<file path="config.mk">
export PLATFORM = sky130hd
export DESIGN_NAME = punc_debug_dumper
export DESIGN_NICKNAME = d
export VERILOG_FILES = /design/src/rtl/punc_debug_dumper.sv
export SDC_FILE = /design/constraint.sdc
export NUM_CORES = 1
export LEC_CHECK = 0
export BUFFER_PORTS_ARGS = -buffer_cell sky130_fd_sc_hd__buf_2
export CAP_MARGIN = 5
export CORE_MARGIN = 1.5
export CORE_UTILIZATION = 51
export CTS_BUF_LIST = sky130_fd_sc_hd__clkbuf_2 sky130_fd_sc_hd__clkbuf_4 sky130_fd_sc_hd__clkbuf_8
export DETAILED_ROUTE_END_ITERATION = 12
export PLACE_DENSITY = 0.85
export SLEW_MARGIN = 10
export SYNTH_ARGS = -nofsm -noshare
export SYNTH_HDL_FRONTEND = slang
export SYNTH_SLANG_ARGS = --single-unit
</file>
<file path="constraint.sdc">
create_clock -name clk_i -period 5.3 [get_ports clk_i]
set_clock_uncertainty 0.1 [all_clocks]
set_input_delay 0.265 -clock clk_i [delete_from_list [all_inputs] [get_ports clk_i]]
set_output_delay 0.265 -clock clk_i [all_outputs]
set_load 0.02 [all_outputs]
</file>
<file path="src/rtl/punc_debug_dumper.sv">
// Debug dumper: streams the PC, the register file and a memory window out over a
// valid/ready port. Each word uses one SETTLE cycle for the debug read and one or more SEND cycles.
module punc_debug_dumper #(
    parameter int NUM_RF = 8
) (
    input  logic        clk_i,
    input  logic        rst_i,
    input  logic        start_i,
    input  logic [15:0] mem_base_i,
    input  logic [15:0] mem_count_i,
    output logic [15:0] mem_debug_addr_o,
    output logic [2:0]  rf_debug_addr_o,
    input  logic [15:0] mem_debug_data_i,
    input  logic [15:0] rf_debug_data_i,
    input  logic [15:0] pc_debug_data_i,
    output logic        out_valid_o,
    input  logic        out_ready_i,
    output logic [15:0] out_data_o,
    output logic [1:0]  out_tag_o,
    output logic        busy_o,
    output logic        done_o
);

    typedef enum logic [1:0] {IDLE, SETTLE, SEND, FINISH} state_t;
    typedef enum logic [1:0] {PHASE_PC = 2'd0, PHASE_RF = 2'd1, PHASE_MEM = 2'd2} phase_t;

    localparam logic [15:0] LastRf = 16'(NUM_RF - 1);

    state_t      state_q;
    phase_t      phase_q;
    phase_t      phase_d;
    logic [15:0] index_q;
    logic [15:0] index_d;
    logic [15:0] memBase_q;
    logic [15:0] memCount_q;
    logic        lastItem;
    logic [15:0] selData;

    assign busy_o = (state_q != IDLE);

    // Successor of the current item; lastItem marks the final word of the dump.
    always_comb begin
        phase_d  = phase_q;
        index_d  = index_q;
        lastItem = 1'b0;
        unique case (phase_q)
            PHASE_PC: begin
                phase_d = PHASE_RF;
                index_d = 16'd0;
            end
            PHASE_RF: begin
                if (index_q == LastRf) begin
                    if (memCount_q == 16'd0) begin
                        lastItem = 1'b1;
                    end else begin
                        phase_d = PHASE_MEM;
                        index_d = 16'd0;
                    end
                end else begin
                    index_d = index_q + 16'd1;
                end
            end
            PHASE_MEM: begin
                if (index_q == memCount_q - 16'd1) begin
                    lastItem = 1'b1;
                end else begin
                    index_d = index_q + 16'd1;
                end
            end
            default: lastItem = 1'b1;
        endcase
    end

    always_comb begin
        selData = pc_debug_data_i;
        unique case (phase_q)
            PHASE_RF:  selData = rf_debug_data_i;
            PHASE_MEM: selData = mem_debug_data_i;
            default:   selData = pc_debug_data_i;
        endcase
    end

    always_ff @(posedge clk_i) begin
        if (rst_i) begin
            state_q          <= IDLE;
            phase_q          <= PHASE_PC;
            index_q          <= 16'd0;
            memBase_q        <= 16'd0;
            memCount_q       <= 16'd0;
            mem_debug_addr_o <= 16'd0;
            rf_debug_addr_o  <= 3'd0;
            out_valid_o      <= 1'b0;
            out_data_o       <= 16'd0;
            out_tag_o        <= 2'd0;
            done_o           <= 1'b0;
        end else begin
            unique case (state_q)
                IDLE: begin
                    out_valid_o <= 1'b0;
                    done_o      <= 1'b0;
                    if (start_i) begin
                        memBase_q  <= mem_base_i;
                        memCount_q <= mem_count_i;
                        phase_q    <= PHASE_PC;
                        index_q    <= 16'd0;
                        state_q    <= SETTLE;
                    end
                end
                SETTLE: begin
                    out_data_o  <= selData;
                    out_tag_o   <= phase_q;
                    out_valid_o <= 1'b1;
                    state_q     <= SEND;
                end
                SEND: begin
                    if (out_ready_i) begin
                        out_valid_o <= 1'b0;
                        if (lastItem) begin
                            done_o  <= 1'b1;
                            state_q <= FINISH;
                        end else begin
                            phase_q <= phase_d;
                            index_q <= index_d;
                            // Debug addresses move only when their own phase needs a new item.
                            if (phase_d == PHASE_MEM) begin
                                mem_debug_addr_o <= memBase_q + index_d;
                            end
                            if (phase_d == PHASE_RF) begin
                                rf_debug_addr_o <= index_d[2:0];
                            end
                            state_q <= SETTLE;
                        end
                    end
                end
                FINISH: begin
                    done_o  <= 1'b0;
                    state_q <= IDLE;
                end
                default: state_q <= IDLE;
            endcase
        end
    end

endmodule

</file>
---- Yosys cells after proc, flatten, opt, wreduce, memory -nomap -nowiden ----
Cells that the tools add are included.
word-level totals
  flip-flop bits (word level) ............. 91
  input bits .............................. 84
  output and inout port bits .............. 40
  word-level logic and storage cells ...... 72
operators by class
  add/sub/neg operators ................... 3
  equal/unequal tests ..................... 13
  multiplexer cells ....................... 29
  bitwise operators ....................... 1
  reductions and logical operators ........ 15
operators by type and width
  kind                     number
  $mux W16                 6
  $pmux W16 S2             2
  $pmux W16 S3             1
  $add A16 B1 Y16 const B  1
  $add A16 B16 Y16         1
  $eq A16 B16 Y1           1
  $eq A16 B3 Y1 const B    1
  $logic_not A16 Y1        1
  $mux W2                  8
  $sub A16 B1 Y16 const B  1
  $reduce_and A4 Y1        3
  $eq A2 B2 Y1 const B     4
  $ne A2 B2 Y1 const B     4
  $pmux W2 S2              2
  $pmux W2 S4              1
  $eq A2 B1 Y1 const B     3
  $mux W1                  6
  $pmux W1 S3              2
  $reduce_and A2 Y1        3
  $reduce_bool A2 Y1       3
  $logic_not A2 Y1         2
  $reduce_and A3 Y1        1
  $reduce_bool A3 Y1       1
  $pmux W1 S2              1
  other kinds (2)          2

---- Logic depth before layout (Yosys ltp) ----
  word-level depth ........................ 7
  mapped depth ............................ 26
  depth with buffers taken out ............ 22

---- Worst setup path before layout ----
Ideal clock, no wire load.
  kind .................................... register -> register
  from .................................... register memCount_q[0]
  to ...................................... register mem_debug_addr_o[15]
  setup time .............................. 0.082 ns
  arrival time ............................ 4.790 ns
  data required time ...................... 5.118 ns
  path slack .............................. 0.328 ns
  stages on the path, launching flop included .. 25
  buffers on the path ..................... 2
  period minus slack after synthesis ...... 4.972 ns
  cells stage by stage .................... dfxtp_1 -> clkbuf_1 -> inv_1 -> ha_1 -> clkbuf_1 -> o21ba_2 -> a221oi_1 -> a41oi_1 -> nor4_1 -> nand3_1 -> o31ai_2 -> and2_2 -> o21ai_0 -> a22o_1 -> ha_1 -> or3_1 -> a311oi_1 -> nor3_1 -> nor2_1 -> a21oi_1 -> a221o_1 -> a21o_1 -> nor3b_1 -> mux2i_1 -> o2111ai_1
on the way
  cells in the longest elaborated chain, start to end .. 6
  elaborated cells on any way between the ends .. 18
  those cells by class .................... add/sub (2); eq/ne (2); mux (11); bitwise (1); reduce/logical (2)
RTL lines
  what                                                                     RTL line  source
  start, declared                                                          35        logic [15:0] memCount_q;
  start signal, assigned                                                   103       memCount_q <= mem_count_i;
  parallel branches: the longest is 6 deep, another holds $sub A16 B1 Y16  n/a
  end signal, assigned                                                     126       mem_debug_addr_o <= memBase_q + index_d;
  end, declared                                                            11        output logic [15:0] mem_debug_addr_o,
Several ways; the timed one is not identified.
A chain may end at the register's enable or synchronous reset.

---- Worst setup path in the final report ----
  from .................................... register memCount_q[4]
  to ...................................... register mem_debug_addr_o[15]
The elaborated chain is that of the path after synthesis.

==> results.json <==
{
  "post_drt_wl_per_cell_um": 15.2,
  "power.static_leakage_nw": 2.89,
  "grt_antenna_before_repair": 0,
  "timing_hold_violations_final": 0,
  "floorplan.initialDensity": 0.531,
  "crit_arrival_ps": 5300,
  "post_cts_setup_buffer_count": 0,
  "drt_iter0_drc": 309,
  "holdPathStages": 3,
  "worst_r2r_path_depth": 20,
  "post_synth_most_frequent_cells": "sky130_fd_sc_hd__dfxtp_1, sky130_fd_sc_hd__nand2_1, sky130_fd_sc_hd__nor2_1",
  "routedLengthMet1_um": 6290,
  "timing.final.crit_period_ps": 5100,
  "dieArea_mm2": 0.0115,
  "clk_transition_reported_paths_ps": 100,
  "synth_area_leaders": "sky130_fd_sc_hd__dfxtp_1, sky130_fd_sc_hd__a21oi_1, sky130_fd_sc_hd__nand2_1",
  "drc": 0,
  "synthesis.yosys.warnings": 0,
  "dieHeight_um": 107,
  "yosys_register_bits": 91,
  "via_count_of_the_first_global_routing_pass": 4850,
  "clk_lat_worst_skew_ps": 370,
  "portBuffers": 123,
  "dpl.hpwl_um": 10300,
  "hold_class": "primary input to flop",
  "syn-mean-instance-area_um2": 7.94,
  "slew_viol_final": 0,
  "chipWidth_um": 107,
  "dr_wl_met3_um": 899,
  "pin_count_of_the_biggest_net_entering_global_routing": 53,
  "timing.max_cap.violations": 0,
  "power_mw": 2.09,
  "timing.critical_path.from_type": "flop",
  "worst-path-max-fanout": 5,
  "timing.slew.headroom": 0.222,
  "synth_edf_count": 0,
  "postSynthCellCount": 700,
  "worst_hold_path.endpoint": "memCount_q[10]",
  "crit_path_end_kind": "flop",
  "cts_buffers": 9,
  "core_area_mm2": 0.0105,
  "power-per-cell-area_mw_per_mm2": 321,
  "detail-route-antenna-nets": 0,
  "synth_async_sr_flop_share": 0,
  "highest_layer": "met4",
  "post_route_cells_drive_above_1_share": 0.234,
  "top_count_cell_post_synth": "sky130_fd_sc_hd__dfxtp_1",
  "max-clock-path-buffers": 2,
  "detail_route.first_pass.iterations": 5,
  "hold-worst-slack_ps": 20.9,
  "required_time_of_the_critical_path_ps": 5500,
  "dr_total_vias": 5389,
  "hp-start": "mem_count_i[10]",
  "vias_per_cell": 5.74,
  "top_level_ports": 124,
  "grt.overflow.total": 0,
  "critical_path_class": "flop to flop",
  "routed_wirelength_um": 14300,
  "cts_tree": "yes",
  "pre_cts_slack_ps": 75.6,
  "hold_buffers": 0,
  "area_delta_synth_final_pct": 17.5,
  "max_slew.worst_pin.slew_ps": 1170,
  "grt_first_pass_wirelength_um": 22900,
  "dominantRegCellSynth": "sky130_fd_sc_hd__dfxtp_1",
  "place.gp.congestion": 0.951,
  "cts_resized": 0,
  "final.period_utilization": 0.962,
  "proportion_of_synthesized_chip_area_in_sequential_cells": 0.328,
  "number_of_library_cell_types_mapped_by_synthesis": 69,
  "maximum_ir_drop_on_the_vdd_rail_v": 0.000190,
  "yosysTopAreaCellShare": 0.328,
  "synth_fp_nets": 811,
  "reg2reg_to": "mem_debug_addr_o[15]",
  "cts_root_buf": "sky130_fd_sc_hd__clkbuf_8",
  "report.final.setup_viol": 0,
  "number_of_antenna_repair_diodes": 0,
  "reg2reg_slack_ps": 200,
  "outcome": "completed",
  "achievable-frequency_mhz": 196,
  "nNetsFinal": 909,
  "grtUsageTotal": 0.244,
  "clock_tree.htree_level_count": 3,
  "placementRows": 37,
  "cts.sink_count": 91,
  "worst_r2r_startpoint": "memCount_q[4]",
  "synth_area_mm2": 0.00556,
  "wl_met2_um": 6890,
  "yosysTopAreaCell": "sky130_fd_sc_hd__dfxtp_1",
  "timing.final.ws_setup_ps": 199
}
-- worst max path at each step --
stage          cells after the start              endpoint            from  slack, ps
3_3_place_gp                      20  mem_debug_addr_o[15]  memCount_q[10]        200
4_1_cts                           20  mem_debug_addr_o[15]   memCount_q[4]         40
6_report                          20  mem_debug_addr_o[15]   memCount_q[4]        200
3_5_place_dp                      20  mem_debug_addr_o[15]   memCount_q[4]         80
2_1_floorplan                     24  mem_debug_addr_o[15]   memCount_q[0]        330
5_1_grt                           20  mem_debug_addr_o[15]   memCount_q[4]        -30
-- power by group --
| group | internal [mW] | switching [mW] | total (mW) |
|---|---|---|---|
| Sequential | 0.753 | 0.0599 | 0.813 |
| Clock | 0.241 | 0.280 | 0.521 |
| Combinational | 0.298 | 0.461 | 0.759 |
| Total | 1.29 | 0.801 | 2.09 |
-- cells by family (layout without fill, tap and decap cells) --
kind of cell / Yosys count / after routing / synth area share
and+or+nand+nor: 273 / 273 / 0.234
AOI/OAI and AO/OA: 185 / 185 / 0.218
DFF: 91 / 91 / 0.328
buffers and inverters: 60 / 163 / 0.0477
xor gates and xnor gates: 34 / 34 / 0.0536
muxes: 30 / 30 / 0.0568
adders and majority gates: 27 / 27 / 0.0622
-- critical path: stages (launching register included) --
cell,delay (ps)
sky130_fd_sc_hd__dfxtp_1,380
sky130_fd_sc_hd__or4_4,570
sky130_fd_sc_hd__nor4_4,360
sky130_fd_sc_hd__mux2_2,370
sky130_fd_sc_hd__o211ai_1,110
sky130_fd_sc_hd__nand3_1,160
sky130_fd_sc_hd__o31ai_2,250
sky130_fd_sc_hd__and2_2,200
sky130_fd_sc_hd__o21ai_0,80
sky130_fd_sc_hd__a22o_1,260
sky130_fd_sc_hd__ha_1,220
sky130_fd_sc_hd__or3_1,390
sky130_fd_sc_hd__a311oi_2,240
sky130_fd_sc_hd__nor3_1,110
sky130_fd_sc_hd__nor2_1,130
sky130_fd_sc_hd__a21oi_1,120
sky130_fd_sc_hd__a221o_1,350
sky130_fd_sc_hd__a21o_1,220
sky130_fd_sc_hd__nor3b_1,200
sky130_fd_sc_hd__mux2i_1,110
sky130_fd_sc_hd__o2111ai_1,100
-- placed cells by master, fill, tap and decap left out, types with 3 or more instances in the layout --
| cell | count |
|---|---|
| sky130_fd_sc_hd__mux2i_1 | 27 |
| sky130_fd_sc_hd__nand3_1 | 14 |
| sky130_fd_sc_hd__nor4_1 | 8 |
| sky130_fd_sc_hd__a22oi_1 | 16 |
| sky130_fd_sc_hd__nor2_1 | 87 |
| sky130_fd_sc_hd__a211oi_1 | 3 |
| sky130_fd_sc_hd__nand2_2 | 3 |
| sky130_fd_sc_hd__o2111ai_1 | 3 |
| sky130_fd_sc_hd__a22o_1 | 18 |
| sky130_fd_sc_hd__ha_1 | 24 |
| sky130_fd_sc_hd__nand2_1 | 84 |
| sky130_fd_sc_hd__nor2b_1 | 5 |
| sky130_fd_sc_hd__inv_1 | 13 |
| sky130_fd_sc_hd__o21ai_0 | 17 |
| sky130_fd_sc_hd__nor3b_1 | 5 |
| sky130_fd_sc_hd__xor2_1 | 16 |
| sky130_fd_sc_hd__nor3_1 | 19 |
| sky130_fd_sc_hd__o211ai_1 | 3 |
| sky130_fd_sc_hd__a21o_1 | 11 |
| sky130_fd_sc_hd__a21oi_1 | 77 |
| sky130_fd_sc_hd__dfxtp_1 | 89 |
| sky130_fd_sc_hd__xnor2_1 | 18 |
| sky130_fd_sc_hd__a31oi_1 | 5 |
| sky130_fd_sc_hd__clkbuf_8 | 10 |
| sky130_fd_sc_hd__and3_1 | 10 |
| sky130_fd_sc_hd__buf_2 | 123 |
| sky130_fd_sc_hd__nand4_1 | 3 |
| sky130_fd_sc_hd__or3_1 | 8 |
| sky130_fd_sc_hd__o21ba_2 | 3 |
| sky130_fd_sc_hd__buf_4 | 11 |
| sky130_fd_sc_hd__o21a_1 | 3 |
-- sequential cells by signal, summed over array words and instances, names as in the netlist --
register,flops
index_q,16
memBase_q,16
memCount_q,16
mem_debug_addr_o,16
out_data_o,16
rf_debug_addr_o,3
out_tag_o,2
phase_q,2
state_q,2
done_o,1
out_valid_o,1
-- through the flow --
step                TNS, ps  instance area, um2  instances   util
global placement          0                6210        923  0.593
floorplan                 0                5560        700      -
detailed placement        0                6210        923  0.593
global route          -33.2                6530        939  0.624
finish                    0                6530        939  0.624
CTS                       0                6420        939  0.614
-- metal layers --
layer  vias up  global-route usage
li1       2691                   -
met1      2487               0.314
met2       189               0.419
met3        22              0.0327
met4         0              0.0808
met5         -                   0
-- area by class of cell --
type,instances,area (um2)
clock inverter,6,77.6
clock buffer,10,138
tap,136,170
timing repair buffer,134,698
inverter,13,48.8
multi-input combinational,549,3570
fill,920,3940
sequential,91,1820
Note: power is estimated with default switching activity, not from simulation.
